$ cat config.mk
export PLATFORM = sky130hd
export DESIGN_NAME = instr_cache
export DESIGN_NICKNAME = d
export VERILOG_FILES = /design/src/rtl/icache_pkg.sv /design/src/rtl/icache_array.sv /design/src/rtl/instr_cache.sv
export SDC_FILE = /design/constraint.sdc
export NUM_CORES = 2
export LEC_CHECK = 0
export CAP_MARGIN = 20
export CELL_PAD_IN_SITES_DETAIL_PLACEMENT = 1
export CELL_PAD_IN_SITES_GLOBAL_PLACEMENT = 2
export CORE_ASPECT_RATIO = 0.7
export CORE_MARGIN = 1.5
export CORE_UTILIZATION = 35
export DETAILED_ROUTE_END_ITERATION = 16
export GPL_TIMING_DRIVEN = 1
export PLACE_DENSITY = 0.57
export SYNTH_ARGS = -nofsm -noshare
export SYNTH_HDL_FRONTEND = slang
export SYNTH_HIERARCHICAL = 1
export SYNTH_SLANG_ARGS = --single-unit
export TNS_END_PERCENT = 1
$ cat constraint.sdc
create_clock -name clk -period 21.6 [get_ports clk]
set_input_delay 2.16 -clock clk [delete_from_list [all_inputs] [get_ports clk]]
set_output_delay 2.16 -clock clk [all_outputs]
set_load 0.01 [all_outputs]
$ cat src/rtl/icache_pkg.sv
// Shared types and geometry helpers for the direct-mapped instruction cache.
//   ic_state_t : refill controller state
//   ic_off_w   : byte-offset width of a line (word select + 2 byte bits)
//   ic_idx_w   : line-index width
//   ic_tag_w   : tag width, whatever address bits remain above index and offset
package icache_pkg;

  typedef enum logic [0:0] {IC_IDLE, IC_REFILL} ic_state_t;

  localparam int unsigned IC_WORD_BITS = 32;

  function automatic int unsigned ic_off_w(input int unsigned words_per_line);
    return $clog2(words_per_line) + 2;
  endfunction

  function automatic int unsigned ic_idx_w(input int unsigned lines);
    return $clog2(lines);
  endfunction

  function automatic int unsigned ic_tag_w(input int unsigned addr_width,
                                           input int unsigned lines,
                                           input int unsigned words_per_line);
    return addr_width - ic_idx_w(lines) - ic_off_w(words_per_line);
  endfunction

endpackage

$ cat src/rtl/icache_array.sv
// Storage for the instruction cache: tag RAM, valid vector and data RAM.
//   clk, rst        : clock, synchronous active-low reset (clears valid bits only)
//   rd_idx/rd_word  : asynchronous lookup port -> rd_tag, rd_valid, rd_data
//   wr_idx          : line targeted by every write/clear below
//   wr_en/wr_word   : write one data word of the line
//   tag_wr_en       : write the tag and mark the line valid
//   line_clr_en     : drop the valid bit of one line
//   clr_all         : drop every valid bit (wins over the single-line controls)
module icache_array
  import icache_pkg::*;
#(
  parameter int unsigned LINES          = 16,
  parameter int unsigned WORDS_PER_LINE = 4,
  parameter int unsigned TAG_W          = 24
) (
  input  logic                                   clk,
  input  logic                                   rst,
  input  logic [ic_idx_w(LINES)-1:0]             rd_idx,
  input  logic [ic_off_w(WORDS_PER_LINE)-3:0]    rd_word,
  output logic [TAG_W-1:0]                       rd_tag,
  output logic                                   rd_valid,
  output logic [IC_WORD_BITS-1:0]                rd_data,
  input  logic [ic_idx_w(LINES)-1:0]             wr_idx,
  input  logic                                   wr_en,
  input  logic [ic_off_w(WORDS_PER_LINE)-3:0]    wr_word,
  input  logic [IC_WORD_BITS-1:0]                wr_data,
  input  logic                                   tag_wr_en,
  input  logic [TAG_W-1:0]                       wr_tag,
  input  logic                                   line_clr_en,
  input  logic                                   clr_all
);

  logic [IC_WORD_BITS-1:0] data_mem [LINES][WORDS_PER_LINE];
  logic [TAG_W-1:0]        tag_mem  [LINES];
  logic [LINES-1:0]        valid_q, valid_d;

  assign rd_tag   = tag_mem[rd_idx];
  assign rd_valid = valid_q[rd_idx];
  assign rd_data  = data_mem[rd_idx][rd_word];

  always_comb begin
    valid_d = valid_q;
    if (line_clr_en) valid_d[wr_idx] = 1'b0;
    if (tag_wr_en)   valid_d[wr_idx] = 1'b1;
    if (clr_all)     valid_d = '0;
  end

  always_ff @(posedge clk) begin
    if (!rst) valid_q <= '0;
    else      valid_q <= valid_d;
  end

  // Tag and data contents are meaningless until valid is set, so they carry no reset.
  always_ff @(posedge clk) begin
    if (wr_en)     data_mem[wr_idx][wr_word] <= wr_data;
    if (tag_wr_en) tag_mem[wr_idx]           <= wr_tag;
  end

endmodule

$ cat src/rtl/instr_cache.sv
// Direct-mapped read-only instruction cache between the fetch PC and a word-wide memory.
//   clk, rst              : clock, synchronous active-low reset
//   cpu_addr              : fetch byte address; bits [1:0] ignored
//   invalidate            : one-cycle pulse flushing every line
//   cpu_rdata, cpu_stall  : instruction word, valid whenever cpu_stall==0
//   mem_req, mem_addr     : refill read request and word-aligned address
//   mem_ready, mem_rdata  : beat accepted, returned word
//   hit_count, miss_count : saturating performance counters
// Hits are answered combinationally; a miss stalls the same cycle and refills the
// whole line one beat at a time before the lookup is retried.
module instr_cache
  import icache_pkg::*;
#(
  parameter int unsigned LINES          = 16,
  parameter int unsigned WORDS_PER_LINE = 4,
  parameter int unsigned ADDR_WIDTH     = 32
) (
  input  logic                    clk,
  input  logic                    rst,
  input  logic [ADDR_WIDTH-1:0]   cpu_addr,
  input  logic                    invalidate,
  output logic [31:0]             cpu_rdata,
  output logic                    cpu_stall,
  output logic                    mem_req,
  output logic [ADDR_WIDTH-1:0]   mem_addr,
  input  logic                    mem_ready,
  input  logic [31:0]             mem_rdata,
  output logic [31:0]             hit_count,
  output logic [31:0]             miss_count
);

  localparam int unsigned OFF_W  = ic_off_w(WORDS_PER_LINE);
  localparam int unsigned IDX_W  = ic_idx_w(LINES);
  localparam int unsigned TAG_W  = ic_tag_w(ADDR_WIDTH, LINES, WORDS_PER_LINE);
  localparam int unsigned WORD_W = OFF_W - 2;
  localparam int unsigned LINE_W = ADDR_WIDTH - OFF_W;

  function automatic logic [31:0] sat_inc(input logic [31:0] v);
    return (v == 32'hFFFF_FFFF) ? v : v + 32'd1;
  endfunction

  logic [IDX_W-1:0]  lk_idx;
  logic [WORD_W-1:0] lk_word;
  logic [TAG_W-1:0]  lk_tag;
  logic              unused_byte_bits;

  assign lk_idx           = cpu_addr[OFF_W +: IDX_W];
  assign lk_word          = cpu_addr[2 +: WORD_W];
  assign lk_tag           = cpu_addr[ADDR_WIDTH-1 -: TAG_W];
  assign unused_byte_bits = ^cpu_addr[1:0];

  ic_state_t         state_q, state_d;
  logic [WORD_W-1:0] beat_q, beat_d;
  logic [LINE_W-1:0] line_q, line_d;
  logic              inval_pend_q, inval_pend_d;
  logic [31:0]       hit_count_q, hit_count_d;
  logic [31:0]       miss_count_q, miss_count_d;

  logic [TAG_W-1:0]  arr_tag;
  logic              arr_valid;
  logic [31:0]       arr_data;
  logic              hit;
  logic              stall, req;
  logic              data_we, tag_we, line_clr, clr_all;
  logic [IDX_W-1:0]  wr_idx;

  icache_array #(
    .LINES          (LINES),
    .WORDS_PER_LINE (WORDS_PER_LINE),
    .TAG_W          (TAG_W)
  ) u_array (
    .clk         (clk),
    .rst         (rst),
    .rd_idx      (lk_idx),
    .rd_word     (lk_word),
    .rd_tag      (arr_tag),
    .rd_valid    (arr_valid),
    .rd_data     (arr_data),
    .wr_idx      (wr_idx),
    .wr_en       (data_we),
    .wr_word     (beat_q),
    .wr_data     (mem_rdata),
    .tag_wr_en   (tag_we),
    .wr_tag      (line_q[LINE_W-1:IDX_W]),
    .line_clr_en (line_clr),
    .clr_all     (clr_all)
  );

  assign hit = arr_valid && (arr_tag == lk_tag);

  always_comb begin
    state_d      = state_q;
    beat_d       = beat_q;
    line_d       = line_q;
    inval_pend_d = inval_pend_q;
    hit_count_d  = hit_count_q;
    miss_count_d = miss_count_q;
    stall        = 1'b0;
    req          = 1'b0;
    data_we      = 1'b0;
    tag_we       = 1'b0;
    line_clr     = 1'b0;
    clr_all      = 1'b0;
    wr_idx       = line_q[IDX_W-1:0];
    case (state_q)
      IC_IDLE: begin
        if (invalidate || inval_pend_q) begin
          // Flush cycle: no lookup and no counting, the fetch simply waits.
          clr_all      = 1'b1;
          stall        = 1'b1;
          inval_pend_d = 1'b0;
        end else if (hit) begin
          hit_count_d = sat_inc(hit_count_q);
        end else begin
          // The victim line goes invalid now so it never looks resident half-written.
          stall        = 1'b1;
          line_d       = cpu_addr[ADDR_WIDTH-1:OFF_W];
          beat_d       = '0;
          miss_count_d = sat_inc(miss_count_q);
          line_clr     = 1'b1;
          wr_idx       = lk_idx;
          state_d      = IC_REFILL;
        end
      end
      IC_REFILL: begin
        // Refill always runs to completion; a flush request is deferred.
        req   = 1'b1;
        stall = 1'b1;
        if (invalidate) inval_pend_d = 1'b1;
        if (mem_ready) begin
          data_we = 1'b1;
          beat_d  = beat_q + 1'b1;
          if (beat_q == WORD_W'(WORDS_PER_LINE - 1)) begin
            tag_we  = 1'b1;
            state_d = IC_IDLE;
          end
        end
      end
      default: state_d = IC_IDLE;
    endcase
  end

  always_ff @(posedge clk) begin
    if (!rst) begin
      state_q      <= IC_IDLE;
      beat_q       <= '0;
      inval_pend_q <= 1'b0;
      hit_count_q  <= '0;
      miss_count_q <= '0;
    end else begin
      state_q      <= state_d;
      beat_q       <= beat_d;
      inval_pend_q <= inval_pend_d;
      hit_count_q  <= hit_count_d;
      miss_count_q <= miss_count_d;
    end
  end

  always_ff @(posedge clk) begin
    line_q <= line_d;
  end

  // Outputs are forced quiet while reset is held, which also drops an in-flight request.
  assign cpu_stall  = rst & stall;
  assign mem_req    = rst & req;
  assign mem_addr   = (rst && req) ? {line_q, beat_q, 2'b00} : '0;
  assign cpu_rdata  = rst ? arr_data : 32'd0;
  assign hit_count  = hit_count_q;
  assign miss_count = miss_count_q;

endmodule
==> After elaboration in Yosys (flattened, before gate mapping) <==
Memory sizes are Yosys's and may differ from the RTL's.
Index checks and enable logic that the tools add are counted.
{ "word_totals": {"in_bits": 68, "mem_count": 2, "regBits": 112, "word_cells": 94, "out_inout_bits": 130, "mem_bits_rw": 2432} }
{ "memory_table": {"columns": ["memory", "depth", "word_bits", "rd", "rd_clocked_by_memory_dff", "write_ports", "line", "source"], "rows": [
  ["u_array.data_mem", 16, 128, 1, 0, 1, "icache_array.sv:33", "logic [IC_WORD_BITS-1:0] data_mem [LINES][WORDS_PER_LINE];"],
  ["u_array.tag_mem", 16, 24, 1, 0, 1, "icache_array.sv:34", "logic [TAG_W-1:0] tag_mem [LINES];"]
]} }
{ "classes": {"bitwise_logic": 13, "add_sub_neg": 3, "muxes": 43, "reduce_logical": 11, "order_cmp": 6, "eq_ne": 9} }
{ "ops": {"columns": ["operator", "n"], "rows": [
  ["$mux 32", 5],
  ["$mux 128", 1],
  ["$add 32x1->32 const B", 2],
  ["$bmux 32 s2", 1],
  ["$demux 32 s2", 1],
  ["$eq 32x32->1 const B", 2],
  ["$mux 16", 2],
  ["$eq 24x24->1", 1],
  ["$mux 1", 21],
  ["$and 16x16->16", 1],
  ["$not 16->16", 1],
  ["$or 16x16->16", 1],
  ["$mux 4", 3],
  ["$lt 4x5->1 const B", 2],
  ["$ne 2x2->1 const B", 5],
  ["$reduce_and 4->1", 2],
  ["$ge 3x3->1 const B", 2],
  ["$mux 2", 3],
  ["$not 1->1", 6],
  ["$not 2->3", 2],
  ["$pmux 1 s2", 3],
  ["$reduce_and 3->1", 2],
  ["$bmux 1 s4", 1],
  ["$demux 1 s4", 1],
  ["10 further kinds", 14]
]} }

==> Depth between registers and ports, before layout <==
{ "depth": {"word_depth": 15, "depth_mapped": 18, "ltp_nobuf": 13} }

==> Cells and area by module <==
Netlist, hierarchy kept.
{ "by_module_without_submodules": {"columns": ["mod", "cells_per_inst", "seq_area_each_um2", "area_per_inst_um2", "instances"], "rows": [
  ["icache_array", 3918, 73350.3, 92766.5, 1],
  ["instr_cache", 589, 2202.1, 5161.2, 1]
]} }

==> Worst setup path after synthesis <==
Ideal clock, no wire load.
{ "synth_timing": {"path_type": "input to register", "from": "input port cpu_addr[4]", "to": "memory u_array/data_mem[14][0] in the netlist's numbering, enable pin", "path_stages": 17, "slack_ns": 12.727, "setup_ns": 0.421, "n_path_buf": 6, "required_time_ns": 21.179, "arrival_time_ns": 8.452, "cell_sequence": "buf_6 -> buf_6 -> buf_2 -> mux4_2 -> mux4_2 -> xnor2_1 -> nand4_1 -> nor3_1 -> and2_1 -> clkbuf_1 -> nor2_1 -> mux2_2 -> clkbuf_1 -> nor2b_1 -> clkbuf_1 -> nand3_1 -> nor2_1"} }
{ "synth_between": {"elab_chain_cells": 6, "elab_cells_between_ends": 8, "classes_between": "eq/ne (1); mux (5); reduce/logical (1); memory (1)"} }
{ "synth_lines": {"columns": ["item", "line", "source"], "rows": [
  ["from (decl)", "instr_cache.sv:20", "input logic [ADDR_WIDTH-1:0] cpu_addr,"],
  ["$mem_v2 16x24", null, null],
  ["named net arr_tag[22]", "instr_cache.sv:59", "logic [TAG_W-1:0] arr_tag;"],
  ["$eq 24x24->1", "instr_cache.sv:89", "assign hit = arr_valid && (arr_tag == lk_tag);"],
  ["$logic_and 1x1->1", "instr_cache.sv:89", null],
  ["$mux 4", "instr_cache.sv:112", "end else if (hit) begin"],
  ["$mux 4", "instr_cache.sv:107", "if (invalidate || inval_pend_q) begin"],
  ["$mux 4", "instr_cache.sv:105", "case (state_q)"],
  ["named net wr_idx[1]", "instr_cache.sv:65", "logic [IDX_W-1:0] wr_idx;"],
  ["to (decl)", "icache_array.sv:33", null]
]} }
The timed path passes the listed nets, and every way through them passes these cells. The select of a mux whose other input is x is not followed.

==> Worst setup path in the final report <==
{ "layout_timing": {"from": "input port cpu_addr[4]", "to": "memory u_array/data_mem[14][28] in the netlist's numbering, enable pin"} }
Same word-level chain as after synthesis.

==> reports/qor.txt <==
Number of gates resized after cts - 0
Maximum vdd drop - 0.06594 mV
Register bit total from synthesis - 2544
CTS Hold Bufs - 0
Clock-pin slew on the worst setup and hold paths - 0.06 ns
Avg Cell Area, Syn - 21.73 sq um
Router iterations before antenna repair - 5
Total negative slack - 0 ns
Post-CTS Setup Inserts - 0
RSZ-0062 raised after global routing - false
Sequential area share after synthesis - 0.7715
# IOs - 198
Post-Place Setup Slack - 9.783 ns
Height of the die - 445.6 um
WP data arrival - 11.16 ns
Fmax - 0.09358 GHz
Crit path launch type - input port
Vias in the first global route - 50045
Critical Setup Path Class - in2reg
Initial DRC Count - 4889
Commonest non-fill, non-tap cell in the layout - edfxtp_1
Non-Filler Instances - 8742
# setup viols final - 0
Placed Cells - 8257
GP Congestion - 0.7313
Final worst path period share - 0.4947
Worst-Skew Late Latency - 0.87 ns
Fraction of layout cells with a size suffix above 1 - 0.2550
Cells on worst reg2reg path - 14
Slew headroom - 0.2239
DRC errors left - 0
Design area - 0.1133 sq mm
Worst-case hold path end point - u_array/valid_q[0]$_SDFF_PP0_
Fin. max-slew vios - 0
R2R setup slack - 14.07 ns
DR vias/cell - 5.583
Core area - 0.2783 sq mm
Final ANT Viol Nets - 0
Clk sinks - 2544
Main synth FF type - edfxtp_1
Worst setup EP type - register
Final hold vios - 0
Nets - 4932
Netlist Area Pre-Place - 0.09793 sq mm
Max-Cap Viols - 0
Htree depth - 5
HPWL Detailed - 157600 um
Clock Skew - 0.04747 ns
GRT Overall Usage - 0.1982
Initial Util - 0.3519
Worst Hold Depth - 2
Minimum clock period - 10.69 ns
Port bufs - 193
Async set or reset register ratio after synthesis - 0
Inserted Clock Buffers - 267
Worst Path Max Fanout - 70
WL/cell - 32.37 um
Routed WL - 283000 um
Worst Hold Launch - u_array/valid_q[0]$_SDFF_PP0_
CTS tree - done
Pin count of the biggest net entering global routing - 119
Worst reg2reg path endpoint - u_array/data_mem[14][28]$_DFFE_PP_
Initial antenna violation count - 15
Vias - 48810
Final Power - 0.01040 W
Mapped Cells - 4507
Most frequent cells in the layout - edfxtp_1 (2460), mux4_2 (637), clkbuf_16 (272), a22oi_1 (157), clkdlybuf4s50_1 (155)
Static leakage power - 34.59 nW
Count of cell types in the netlist - 59
Worst EP required - 22.07 ns
Die width - 635.2 um
Ys Warns - 6
Root buffer cell - clkbuf_16
Status - finished, final reports clean
Hold Crit Class - reg2reg
Row count - 162
GRT overflow - 0
Final worst slack - 10.91 ns
Pwr/cell area - 91.74 mW/mm^2
Least-Margin Pin Slew - 1.164 ns
Post-synth EDFFs - 2460
Worst reg2reg startpoint - u_array/tag_mem[15][4]$_DFFE_PP_
Placed cell area - 0.1046 sq mm
Layout overhead on the synthesized area - 15.74%
Die footprint - 0.2830 sq mm
Clk buf depth - 4
Global-route wire length before repair - 397300 um
==> state kept, by name, summed over array words and instances (netlist names) <==
name              count
beat_q                2
u_array/tag_mem     384
miss_count           32
state_q               1
inval_pend_q          1
line_q               28
hit_count            32
u_array/data_mem   2048
u_array/valid_q      16
==> worst max path at each step <==
stage,start,to,cells past startpoint
2_1_floorplan,cpu_addr[4],u_array/data_mem[14][0]$_DFFE_PP_,17
3_3_place_gp,cpu_addr[4],u_array/data_mem[14][10]$_DFFE_PP_,18
3_5_place_dp,cpu_addr[4],u_array/data_mem[14][10]$_DFFE_PP_,18
4_1_cts,cpu_addr[4],u_array/data_mem[14][28]$_DFFE_PP_,18
5_1_grt,cpu_addr[4],u_array/data_mem[5][8]$_DFFE_PP_,18
6_report,cpu_addr[4],u_array/data_mem[14][28]$_DFFE_PP_,18
==> cell type report <==
class	instances	area (sq um)
clock buffer	327	7043
inverter	6	22.52
tap	3690	4617
multi-input combinational	1695	21640
sequential	2544	75550
antenna	8	20.02
fill	25982	165000
timing repair buffer	347	3296
clock inverter	125	1157
==> logic make-up after synthesis <==
family / after synthesis / share of synthesized area
AND/OR/NAND/NOR: 569 / 0.03024
AO/OA/AOI/OAI: 403 / 0.02987
adder cells (fa/ha/maj): 3 / 0.0003833
flip-flops: 2544 / 0.7715
buffers and inverters: 269 / 0.01343
other: 1 / 0.00003829
XOR/XNOR: 25 / 0.002236
multiplexers: 693 / 0.1523
==> synthesized netlist by cell type, types with 31 or more instances <==
| cell | count | area [sq um] |
|---|---|---|
| a32oi_1 | 31 | 271.5 |
| nand2_1 | 134 | 503.0 |
| a22oi_1 | 157 | 1179 |
| edfxtp_1 | 2460 | 73870 |
| o22a_1 | 31 | 271.5 |
| and3_1 | 80 | 500.5 |
| buf_4 | 44 | 330.3 |
| a21oi_1 | 61 | 305.3 |
| a211oi_1 | 31 | 232.7 |
| mux4_2 | 637 | 14350 |
| dfxtp_1 | 84 | 1682 |
| and2_1 | 45 | 281.5 |
| nor2_1 | 102 | 382.9 |
| nand3_1 | 50 | 250.2 |
| clkbuf_1 | 130 | 488.0 |
| buf_2 | 69 | 345.3 |
| mux2i_1 | 51 | 510.5 |
| a221oi_1 | 31 | 271.5 |
==> through the flow <==
step / util / hold WS [ns]
6_report: 0.4073 / 0.4930
3_5_place_dp: 0.3759 / 0.4810
2_1_floorplan: - / 0.4510
4_1_cts: 0.4054 / 0.4950
3_3_place_gp: 0.3759 / 0.4663
5_1_grt: 0.4073 / 0.5127
==> per-layer routing <==
metal | up-vias | share of wire | global-route usage
met3 | 333 | 0.064 | 0.03773
li1 | 19873 | - | -
met2 | 1493 | 0.44 | 0.2895
met1 | 27109 | 0.48 | 0.3075
met5 | - | 0.000046 | 0
met4 | 2 | 0.020 | 0.04176
==> worst max-delay path, stage by stage <==
cell,delay [ns]
buf_8,0.60
buf_4,0.84
buf_4,0.83
mux4_2,0.62
mux4_2,0.52
xnor2_1,0.24
nand4_1,0.12
nor4_1,0.29
buf_4,0.23
and2_1,0.13
buf_4,0.45
nor2_4,0.03
buf_4,0.32
mux2_2,0.52
nor2b_1,0.85
nand3_1,0.58
nor2_4,0.90
buf_4,0.55
==> where the power goes <==
| part | switching, W | internal, W | leakage (nW) |
|---|---|---|---|
| Combinational | 0.000312 | 0.000185 | 7.79 |
| Sequential | 0.0000160 | 0.00542 | 22.8 |
| Clock | 0.00192 | 0.00255 | 4.00 |
| Total | 0.00225 | 0.00815 | 34.6 |
No activity file was read; power rests on OpenSTA's default activity.
